### config.mk
export PLATFORM = sky130hd
export DESIGN_NAME = sender_arbiter_flat
export DESIGN_NICKNAME = d
export VERILOG_FILES = /design/src/rtl/sender_arbiter_if.sv /design/src/rtl/sender_arbiter.sv /design/src/flat_wrapper.sv
export SDC_FILE = /design/constraint.sdc
export NUM_CORES = 1
export LEC_CHECK = 0
export ABC_CLOCK_PERIOD_IN_PS = 5100
export BUFFER_PORTS_ARGS = -buffer_cell sky130_fd_sc_hd__buf_2
export CAP_MARGIN = 20
export CORE_ASPECT_RATIO = 0.8
export CORE_MARGIN = 1
export CORE_UTILIZATION = 45
export DETAILED_ROUTE_END_ITERATION = 10
export GPL_TIMING_DRIVEN = 0
export PLACE_DENSITY = 0.83
export SLEW_MARGIN = 0
export SYNTH_ARGS = -nofsm -noshare
export SYNTH_HDL_FRONTEND = slang
export SYNTH_SLANG_ARGS = --single-unit
### constraint.sdc
create_clock -name clk -period 5.1 [get_ports clk]
set_input_delay 1.02 -clock clk [delete_from_list [all_inputs] [get_ports clk]]
set_output_delay 1.02 -clock clk [all_outputs]
set_load 0.05 [all_outputs]
### src/rtl/sender_arbiter_if.sv
// Handshake bundle shared by the word requesters, the sender arbiter and the
// status sender's data_to_send/size_of_data/valid_data/busy port.
interface sender_arbiter_if #(
    parameter int REQUESTERS = 4,
    parameter int WORD_SIZE  = 32,
    parameter int SIZE_WORD  = 3
);
    localparam int GID_W = $clog2(REQUESTERS);

    logic [REQUESTERS-1:0]           req_valid;
    logic [REQUESTERS*WORD_SIZE-1:0] req_data;
    logic [REQUESTERS*SIZE_WORD-1:0] req_size;
    logic [REQUESTERS-1:0]           req_ack;
    logic                            busy;
    logic [WORD_SIZE-1:0]            data_to_send;
    logic [SIZE_WORD-1:0]            size_of_data;
    logic                            valid_data;
    logic [GID_W-1:0]                grant_id;
    logic                            active;
    logic                            timeout_err;

    // Arbiter side.
    modport master (
        input  req_valid, req_data, req_size, busy,
        output req_ack, data_to_send, size_of_data, valid_data, grant_id, active, timeout_err
    );

    // Requester / sender side.
    modport slave (
        output req_valid, req_data, req_size, busy,
        input  req_ack, data_to_send, size_of_data, valid_data, grant_id, active, timeout_err
    );
endinterface

### src/rtl/sender_arbiter.sv
// Round-robin arbiter and sequencer sharing one UART status sender among
// REQUESTERS word sources. One word is latched per grant, issued with a single
// valid_data strobe, and the sender's busy window is tracked until the word is
// out. A sender that never raises busy is abandoned after BUSY_TIMEOUT cycles.
module sender_arbiter #(
    parameter int REQUESTERS   = 4,
    parameter int WORD_SIZE    = 32,
    parameter int SIZE_WORD    = 3,
    parameter int BUSY_TIMEOUT = 15
) (
    input  logic             clk,
    input  logic             rst,
    sender_arbiter_if.master bus
);
    localparam int GID_W = $clog2(REQUESTERS);
    localparam int CNT_W = $clog2(BUSY_TIMEOUT + 1);
    localparam logic [CNT_W-1:0] CNT_LAST = CNT_W'(BUSY_TIMEOUT - 1);

    typedef enum logic [1:0] {
        IDLE      = 2'd0,
        ISSUE     = 2'd1,
        WAIT_BUSY = 2'd2,
        WAIT_DONE = 2'd3
    } state_t;

    state_t                  state_q;
    logic [GID_W-1:0]        ptr_q;
    logic [CNT_W-1:0]        cnt_q;
    logic [REQUESTERS-1:0]   req_ack_q;
    logic [WORD_SIZE-1:0]    data_q;
    logic [SIZE_WORD-1:0]    size_q;
    logic                    valid_q;
    logic [GID_W-1:0]        grant_id_q;
    logic                    active_q;
    logic                    timeout_q;

    logic [REQUESTERS-1:0]   elig_d;
    logic                    grant_found_d;
    logic [GID_W-1:0]        grant_idx_d;
    logic [REQUESTERS-1:0]   grant_onehot_d;
    logic [WORD_SIZE-1:0]    grant_data_d;
    logic [SIZE_WORD-1:0]    grant_size_d;

    // Index arithmetic modulo REQUESTERS (works for non-power-of-two counts).
    function automatic logic [GID_W-1:0] wrap_add(input logic [GID_W-1:0] base, input int off);
        int sum;
        sum = int'(base) + off;
        sum = (sum >= REQUESTERS) ? (sum - REQUESTERS) : sum;
        return GID_W'(sum);
    endfunction

    // Pick the first eligible requester at or after the round-robin pointer.
    // The requester acked last cycle is masked: its req_valid still shows the
    // word just consumed, since it only updates in the cycle after the ack.
    always_comb begin
        elig_d        = bus.req_valid & ~req_ack_q;
        grant_found_d = 1'b0;
        grant_idx_d   = '0;
        for (int i = 0; i < REQUESTERS; i++) begin
            if (!grant_found_d && elig_d[wrap_add(ptr_q, i)]) begin
                grant_found_d = 1'b1;
                grant_idx_d   = wrap_add(ptr_q, i);
            end else begin
                grant_found_d = grant_found_d;
            end
        end
        grant_onehot_d              = '0;
        grant_onehot_d[grant_idx_d] = 1'b1;
        grant_data_d = bus.req_data[int'(grant_idx_d)*WORD_SIZE +: WORD_SIZE];
        grant_size_d = bus.req_size[int'(grant_idx_d)*SIZE_WORD +: SIZE_WORD];
    end

    // Grant/issue/busy-tracking state machine; every output comes from a flop.
    always_ff @(posedge clk) begin
        if (rst) begin
            state_q    <= IDLE;
            ptr_q      <= '0;
            cnt_q      <= '0;
            req_ack_q  <= '0;
            data_q     <= '0;
            size_q     <= '0;
            valid_q    <= 1'b0;
            grant_id_q <= '0;
            active_q   <= 1'b0;
            timeout_q  <= 1'b0;
        end else begin
            req_ack_q <= '0;
            valid_q   <= 1'b0;
            timeout_q <= 1'b0;
            case (state_q)
                IDLE: begin
                    if (!bus.busy && grant_found_d) begin
                        req_ack_q  <= grant_onehot_d;
                        grant_id_q <= grant_idx_d;
                        ptr_q      <= wrap_add(grant_idx_d, 1);
                        data_q     <= grant_data_d;
                        size_q     <= grant_size_d;
                        if (grant_size_d != {SIZE_WORD{1'b0}}) begin
                            state_q  <= ISSUE;
                            active_q <= 1'b1;
                        end else begin
                            // Empty word: consumed without bothering the sender.
                            state_q  <= IDLE;
                            active_q <= 1'b0;
                        end
                    end else begin
                        state_q  <= IDLE;
                        active_q <= 1'b0;
                    end
                end
                ISSUE: begin
                    valid_q  <= 1'b1;
                    cnt_q    <= '0;
                    state_q  <= WAIT_BUSY;
                    active_q <= 1'b1;
                end
                WAIT_BUSY: begin
                    if (bus.busy) begin
                        state_q  <= WAIT_DONE;
                        active_q <= 1'b1;
                    end else if (cnt_q == CNT_LAST) begin
                        // Sender never took the word; drop it and free the path.
                        timeout_q <= 1'b1;
                        state_q   <= IDLE;
                        active_q  <= 1'b0;
                    end else begin
                        cnt_q    <= cnt_q + CNT_W'(1);
                        state_q  <= WAIT_BUSY;
                        active_q <= 1'b1;
                    end
                end
                WAIT_DONE: begin
                    // No timeout here: frame length depends on the UART prescaler.
                    if (!bus.busy) begin
                        state_q  <= IDLE;
                        active_q <= 1'b0;
                    end else begin
                        state_q  <= WAIT_DONE;
                        active_q <= 1'b1;
                    end
                end
                default: begin
                    state_q  <= IDLE;
                    active_q <= 1'b0;
                end
            endcase
        end
    end

    assign bus.req_ack      = req_ack_q;
    assign bus.data_to_send = data_q;
    assign bus.size_of_data = size_q;
    assign bus.valid_data   = valid_q;
    assign bus.grant_id     = grant_id_q;
    assign bus.active       = active_q;
    assign bus.timeout_err  = timeout_q;
endmodule

### src/flat_wrapper.sv
// flat-port wrapper written by rule: the top's interface ports become plain ports
module sender_arbiter_flat 
#(
    parameter int REQUESTERS   = 4,
    parameter int WORD_SIZE    = 32,
    parameter int SIZE_WORD    = 3,
    parameter int BUSY_TIMEOUT = 15
)
  (clk, rst, bus_req_valid, bus_req_data, bus_req_size, bus_busy, bus_req_ack, bus_data_to_send, bus_size_of_data, bus_valid_data, bus_grant_id, bus_active, bus_timeout_err);
  sender_arbiter_if #(.REQUESTERS(REQUESTERS), .WORD_SIZE(WORD_SIZE), .SIZE_WORD(SIZE_WORD)) bus_i ();
  input  logic clk;
  input  logic rst;
  input wire logic [$bits(bus_i.req_valid)-1:0] bus_req_valid;
  input wire logic [$bits(bus_i.req_data)-1:0] bus_req_data;
  input wire logic [$bits(bus_i.req_size)-1:0] bus_req_size;
  input wire logic [$bits(bus_i.busy)-1:0] bus_busy;
  output wire logic [$bits(bus_i.req_ack)-1:0] bus_req_ack;
  output wire logic [$bits(bus_i.data_to_send)-1:0] bus_data_to_send;
  output wire logic [$bits(bus_i.size_of_data)-1:0] bus_size_of_data;
  output wire logic [$bits(bus_i.valid_data)-1:0] bus_valid_data;
  output wire logic [$bits(bus_i.grant_id)-1:0] bus_grant_id;
  output wire logic [$bits(bus_i.active)-1:0] bus_active;
  output wire logic [$bits(bus_i.timeout_err)-1:0] bus_timeout_err;
  assign bus_i.req_valid = bus_req_valid;
  assign bus_i.req_data = bus_req_data;
  assign bus_i.req_size = bus_req_size;
  assign bus_i.busy = bus_busy;
  assign bus_req_ack = bus_i.req_ack;
  assign bus_data_to_send = bus_i.data_to_send;
  assign bus_size_of_data = bus_i.size_of_data;
  assign bus_valid_data = bus_i.valid_data;
  assign bus_grant_id = bus_i.grant_id;
  assign bus_active = bus_i.active;
  assign bus_timeout_err = bus_i.timeout_err;
  sender_arbiter #(.REQUESTERS(REQUESTERS), .WORD_SIZE(WORD_SIZE), .SIZE_WORD(SIZE_WORD), .BUSY_TIMEOUT(BUSY_TIMEOUT)) u_core (.clk(clk), .rst(rst), .bus(bus_i));
endmodule
==> impl_metrics.ini, run 1 <==
[global_routing]
antenna_found_initial = 0
grt_use_total = 0.288
grt_pass1_wl_mm = 16.3
overflow = 0
first_global_vias = 3500
grt_max_degree = 16

[clock_network]
clock_sinks = 52
postCtsSetupBuffers = 0
cts-root-buf = clkbuf_8
clk_latency_ns = 0.30
clk_path_buf_depth = 2
cts_max_level = 2
hold_buffers = 0
cts_resized = 0
numCtsBuffers = 5
cts_tree = built
clk_pin_slew_ns = 0.10

[power_and_ir_drop]
p_leak_nw = 2.00
swShare = 0.452
clkPwrFrac = 0.160
p_sw_w = 0.000710
power_frac_comb = 0.507
p_total_w = 0.00157
internal_power_w = 0.000861
vdd_ir_drop_max_v = 0.000208
seqPwrFrac = 0.333
power_density_nw_per_um2 = 370

[detailed_routing]
drc = 0
wire_per_inst_um = 16.7
vias = 3635
routed_via_density = 5.78
wl_mm = 10.5
firstDrtPassIters = 5
ant_nets = 0
first_iter_violations = 113

[worst_setup_path]
critPathLaunchType = primary input
critPathKind = in -> reg
setup.worst_path.end = u_core.bus.size_of_data[0]
crit-reg2reg-launch = u_core.bus.req_ack[2]
worstPathMaxFanout = 10
end_kind = flop
r2r_setup_slack_ns = 2.54
reg2reg_to = u_core.bus.size_of_data[0]
crit_arrival_ns = 3.27
crit_required_ns = 5.35
cp-startpoint = bus_req_valid[0]
worstRegToRegCells = 6

[run_status]
status = finished clean

[timing]
maxSlewViolCount = 0
hold_violations = 0
skew_ns = 0.00777
slew_headroom = 0.439
rsz0062_at_grt = false
period_share = 0.593
fin_crit_ns = 3.02
setup_tns_ns = 0
max_freq_ghz = 0.331
worst_slew_pin_slew_ns = 0.830
setup_viol = 0

[yosys]
ys_async_sr_fraction = 0
synthCells = 346
synth-seq-cells = 52
yosysMostFrequentCell = dfxtp_1
netlist.top_cell.by_area = dfxtp_1
syn-num-nets = 499
synthTopCellsByCount = dfxtp_1, a21oi_1, nand3_1, o21ai_0, a221o_1
ys_types = 46
synthFlopType = dfxtp_1
synth_edf_count = 0
synth_area_leaders = dfxtp_1, a221o_1, mux2_2
ys_warn_count = 0
seq_area_frac_synth = 0.337
syn_area_per_cell_um2 = 8.92
synthesis.area_um2 = 3090
synth_top_area_frac = 0.337

[place]
dpl.hpwl_mm = 7.96
gp_congestion = 0.936
port_buffers = 190
placed_cells = 621

[floorplanning]
std_cell_rows = 26
initial_core_util = 0.474
core_um2 = 6510
die_w_um = 94.6
die_area_um2 = 7200
die_y_um = 76.1
num_io_pins = 191

[run]
maxCapViolations = 0

[finish]
nets = 697
diodes = 0
fill_cells = 585
register_area_um2 = 1040
fin_cells = 629
multi_input_area_um2 = 1870
layout-drive-gt1-share = 0.462
areaGrowthSynthToFinish_pct = 37.5

[worst_hold_path]
hold_path.class = reg -> reg
[worst max-delay path, cell delays in order]
cell	delay (ns)
buf_2	0.13
nor2b_1	0.16
o41a_1	0.44
clkbuf_1	0.20
nor2_1	0.61
clkbuf_1	0.45
a221o_1	0.25
[per-stage QoR]
stage | worst slack [ns] | utilization | cell area [um2] | hold slack (ns)
2_1_floorplan | 2.30 | - | 3090 | 0.474
3_3_place_gp | 1.69 | 0.637 | 4140 | 0.448
3_5_place_dp | 1.75 | 0.638 | 4150 | 0.450
4_1_cts | 2.07 | 0.652 | 4240 | 0.464
5_1_grt | 1.85 | 0.652 | 4240 | 0.506
6_report | 2.08 | 0.652 | 4240 | 0.464
[how the worst min path moves through the flow]
stage	start	to	cells after the start
after CTS	u_core.bus.grant_id[0]	u_core.bus.grant_id[0]	2
after global routing	u_core.bus.data_to_send[18]	u_core.bus.data_to_send[18]	1
final	u_core.bus.grant_id[0]	u_core.bus.grant_id[0]	2
after detailed placement	u_core.bus.grant_id[0]	u_core.bus.grant_id[0]	2
after floorplan	u_core.cnt_q[0]	u_core.cnt_q[0]	2
after global placement	u_core.bus.grant_id[0]	u_core.bus.grant_id[0]	2
[registers in the layout, summed over array words and instances (netlist names)]
name                     count
u_core.cnt_q                 4
u_core.bus.data_to_send     32
u_core.ptr_q                 2
u_core.bus.valid_data        1
u_core.bus.req_ack           4
u_core.bus.grant_id          2
u_core.bus.timeout_err       1
u_core.bus.active            1
u_core.state_q               2
u_core.bus.size_of_data      3
[cell type report]
cell class	instances	share of cell area
multi-input cells	259	0.441
flip-flops and latches	52	0.245
inverters	5	0.00501
clock inverters	2	0.00236
plain buffers	30	0.0363
clock buffers	6	0.0195
well taps	84	0.0248
repair buffers	191	0.226
[routing by layer]
| layer | global-route usage | share of wire | vias to the layer above |
|---|---|---|---|
| met2 | 0.493 | 0.47 | 203 |
| li1 | - | - | 1732 |
| met4 | 0.115 | 0.029 | 0 |
| met1 | 0.345 | 0.42 | 1674 |
| met5 | 0 | 0 | - |
| met3 | 0.0649 | 0.085 | 26 |
[logic make-up after synthesis]
family | count (synthesis) | share of synthesized area
AOI/OAI and AO/OA | 133 | 0.296
buffers and inverters | 35 | 0.0567
muxes | 35 | 0.133
DFF | 52 | 0.337
adders and majority gates | 6 | 0.0243
xor gates and xnor gates | 2 | 0.00568
and+or+nand+nor | 83 | 0.147
[power by group through the flow]
stage / clock [W] / combinational [W] / sequential, W
2_1_floorplan: 0 / 0.000349 / 0.000746
3_3_place_gp: 0 / 0.000772 / 0.000527
3_5_place_dp: 0 / 0.000791 / 0.000529
4_1_cts: 0.000255 / 0.000793 / 0.000521
5_1_grt: 0.000272 / 0.000849 / 0.000531
6_report: 0.000252 / 0.000796 / 0.000523
[placed cells by master (no fill, tap or decap), drive strengths merged, types with 2 or more instances in the layout]
cell type / count
clkbuf: 24
nor2b: 6
xor2: 2
buf: 203
nor2: 7
nor3b: 2
nand2: 13
o21ai: 37
nand2b: 2
o41a: 2
inv: 5
clkinv: 2
a31oi: 3
mux2: 34
a221o: 35
nor4b: 2
dfxtp: 52
ha: 6
nor3: 5
a21oi: 41
nand3: 37
a211o: 2
and3: 5
(Power assumes the default switching activity.)
==> run 2, diff against run 1 <==
--- a/config.mk
+++ b/config.mk
@@ -5,15 +5,15 @@
 export SDC_FILE = /design/constraint.sdc
 export NUM_CORES = 1
 export LEC_CHECK = 0
-export ABC_CLOCK_PERIOD_IN_PS = 5100
+export ABC_CLOCK_PERIOD_IN_PS = 2900
 export BUFFER_PORTS_ARGS = -buffer_cell sky130_fd_sc_hd__buf_2
 export CAP_MARGIN = 20
 export CORE_ASPECT_RATIO = 0.8
 export CORE_MARGIN = 1
-export CORE_UTILIZATION = 45
+export CORE_UTILIZATION = 43
 export DETAILED_ROUTE_END_ITERATION = 10
 export GPL_TIMING_DRIVEN = 0
-export PLACE_DENSITY = 0.83
+export PLACE_DENSITY = 0.8
 export SLEW_MARGIN = 0
 export SYNTH_ARGS = -nofsm -noshare
 export SYNTH_HDL_FRONTEND = slang
==> constraint.sdc (replaced) <==
create_clock -name clk -period 2.9 [get_ports clk]
set_input_delay 0.58 -clock clk [delete_from_list [all_inputs] [get_ports clk]]
set_output_delay 0.58 -clock clk [all_outputs]
set_load 0.05 [all_outputs]
==> run 2 against run 1 <==
Compared with the run above:
- clock power increased by 120%
- flip-flop and latch count unchanged
- clock-buffer cell count increased by 1
- power rose by 83%
- combinational power rose by 76%
- register-to-register slack got worse by 2.2 ns
- critical endpoint is now u_core.bus.data_to_send[15]
==> impl_metrics.ini, run 2 (same netlist as run 1, synthesis figures left out) <==
[global_routing]
grt_use_met1 = 0.345
use_met2 = 0.503
grt_max_degree = 16
grt_pass1_wl_mm = 17.2
busiest_layer = met2
grt_use_met3 = 0.0505
overflow = 0
first_global_vias = 3590
antenna_found_initial = 0
grt_use_total = 0.282

[clock_network]
clk_path_buf_depth = 2
clk_latency_ns = 0.31
clock_sinks = 52
clk_pin_slew_ns = 0.10
hold_buffers = 0
cts-root-buf = clkbuf_8
numCtsBuffers = 5
cts_max_level = 2
cts_tree = built

[floorplanning]
die_w_um = 96.7
initial_core_util = 0.446
num_io_pins = 191
std_cell_rows = 27
core_um2 = 6930
die_area_um2 = 7520
die_y_um = 77.8

[place]
gp_congestion = 0.856
dpl.hpwl_mm = 8.30
port_buffers = 190
placed_cells = 623
post-place-ws_ns = -0.0269

[worst_setup_path]
cp-startpoint = u_core.ptr_q[1]
setup.worst_path.end = u_core.bus.data_to_send[15]
r2r_setup_slack_ns = 0.33
crit_arrival_ns = 2.82
end_kind = flop
crit_required_ns = 3.15
critPathLaunchType = flop
worstPathMaxFanout = 10
critPathKind = reg -> reg
reg2reg_to = u_core.bus.data_to_send[15]
crit-reg2reg-launch = u_core.ptr_q[1]
worstRegToRegCells = 6

[power_and_ir_drop]
vdd_ir_drop_max_v = 0.000342
power_density_nw_per_um2 = 672
p_leak_nw = 2.01

[detailed_routing]
vias = 3646
firstDrtPassIters = 5
wire_per_inst_um = 17.4
first_iter_violations = 247
routed_via_density = 5.78
wl_mm = 11.0
ant_nets = 0
drc = 0

[timing]
worst_slew_pin_slew_ns = 0.809
hold_violations = 0
fin_crit_ns = 2.57
maxSlewViolCount = 0
skew_ns = 0.00864
finalWorstSetupSlack_ns = 0.330
max_freq_ghz = 0.389
period_share = 0.886
slew_headroom = 0.453
setup_viol = 0
rsz0062_at_grt = false

[finish]
final_common_cell = buf_2
largest_register_ffs = 32
final_cell_mix = buf_2, dfxtp_1, a21oi_1, nand3_1, o21ai_0
layout-drive-gt1-share = 0.465
areaGrowthSynthToFinish_pct = 38.7
fin_cells = 631
nets = 696
diodes = 0

[run_status]
status = finished clean

[worst_hold_path]
hold_path.class = reg -> reg

[run]
maxCapViolations = 0
-- run 2: cell types whose count changed in the layout (fill, tap and decap cells not counted), sizes merged --
cell	previous run	this run
buf	203	202
bufinv	0	1
clkbuf	24	25
clkinv	2	0
-- run 2: cell type report --
type	count	area, um2
fillers	658	2640
multi-input cells	259	1880
flip-flops and latches	52	1040
repair buffers	190	951
plain buffers	30	154
well taps	87	109
clock buffers	7	96.3
clock inverters	1	30.0
inverters	5	21.3
-- run 2: worst max-delay path, stage by stage (launching register included) --
cell     delay (ns)
dfxtp_1        0.40
or3b_2         0.49
a31oi_1        0.39
nand2_1        0.26
nor2_2         0.49
buf_4          0.30
a221o_1        0.17
-- run 2: through the flow --
| stage | area, um2 | TNS [ns] | utilization | total power [W] | hold slack (ns) |
|---|---|---|---|---|---|
| after CTS | 4280 | 0 | 0.618 | 0.00287 | 0.477 |
| after floorplan | 3090 | 0 | - | 0.00193 | 0.474 |
| after global routing | 4280 | 0 | 0.618 | 0.00302 | 0.497 |
| after detailed placement | 4150 | -0.162 | 0.600 | 0.00233 | 0.459 |
| final | 4280 | 0 | 0.618 | 0.00288 | 0.474 |
| after global placement | 4150 | -1.48 | 0.599 | 0.00229 | 0.452 |
-- run 2: report_power, final --
part | total, W | leakage (nW) | switching [W] | internal [W]
Clock | 0.000551 | 0.0645 | 0.000246 | 0.000305
Combinational | 0.00140 | 1.52 | 0.000923 | 0.000481
Sequential | 0.000922 | 0.426 | 0.0000816 | 0.000840
Total | 0.00288 | 2.01 | 0.00125 | 0.00163
-- run 2: worst min-delay path by stage --
stage / startpoint / end / cells after the start
floorplan: u_core.cnt_q[0] / u_core.cnt_q[0] / 2
global placement: u_core.bus.grant_id[1] / u_core.bus.grant_id[1] / 2
detailed placement: u_core.bus.data_to_send[24] / u_core.bus.data_to_send[24] / 2
CTS: u_core.bus.grant_id[0] / u_core.bus.grant_id[0] / 2
global route: u_core.bus.grant_id[1] / u_core.bus.grant_id[1] / 2
finish: u_core.bus.grant_id[0] / u_core.bus.grant_id[0] / 2
-- run 2: what timing repair did --
item	CTS	global route
setup buffers	0	0
gates resized for setup	0	1
endpoints found under the setup margin	0	1
-- run 2: layer usage --
| metal | share of wire | vias up | wire length, um |
|---|---|---|---|
| met4 | 0.019 | 0 | 207 |
| met2 | 0.49 | 205 | 5390 |
| met1 | 0.41 | 1691 | 4530 |
| met3 | 0.076 | 20 | 838 |
| li1 | - | 1730 | - |
| met5 | 0 | - | 0 |
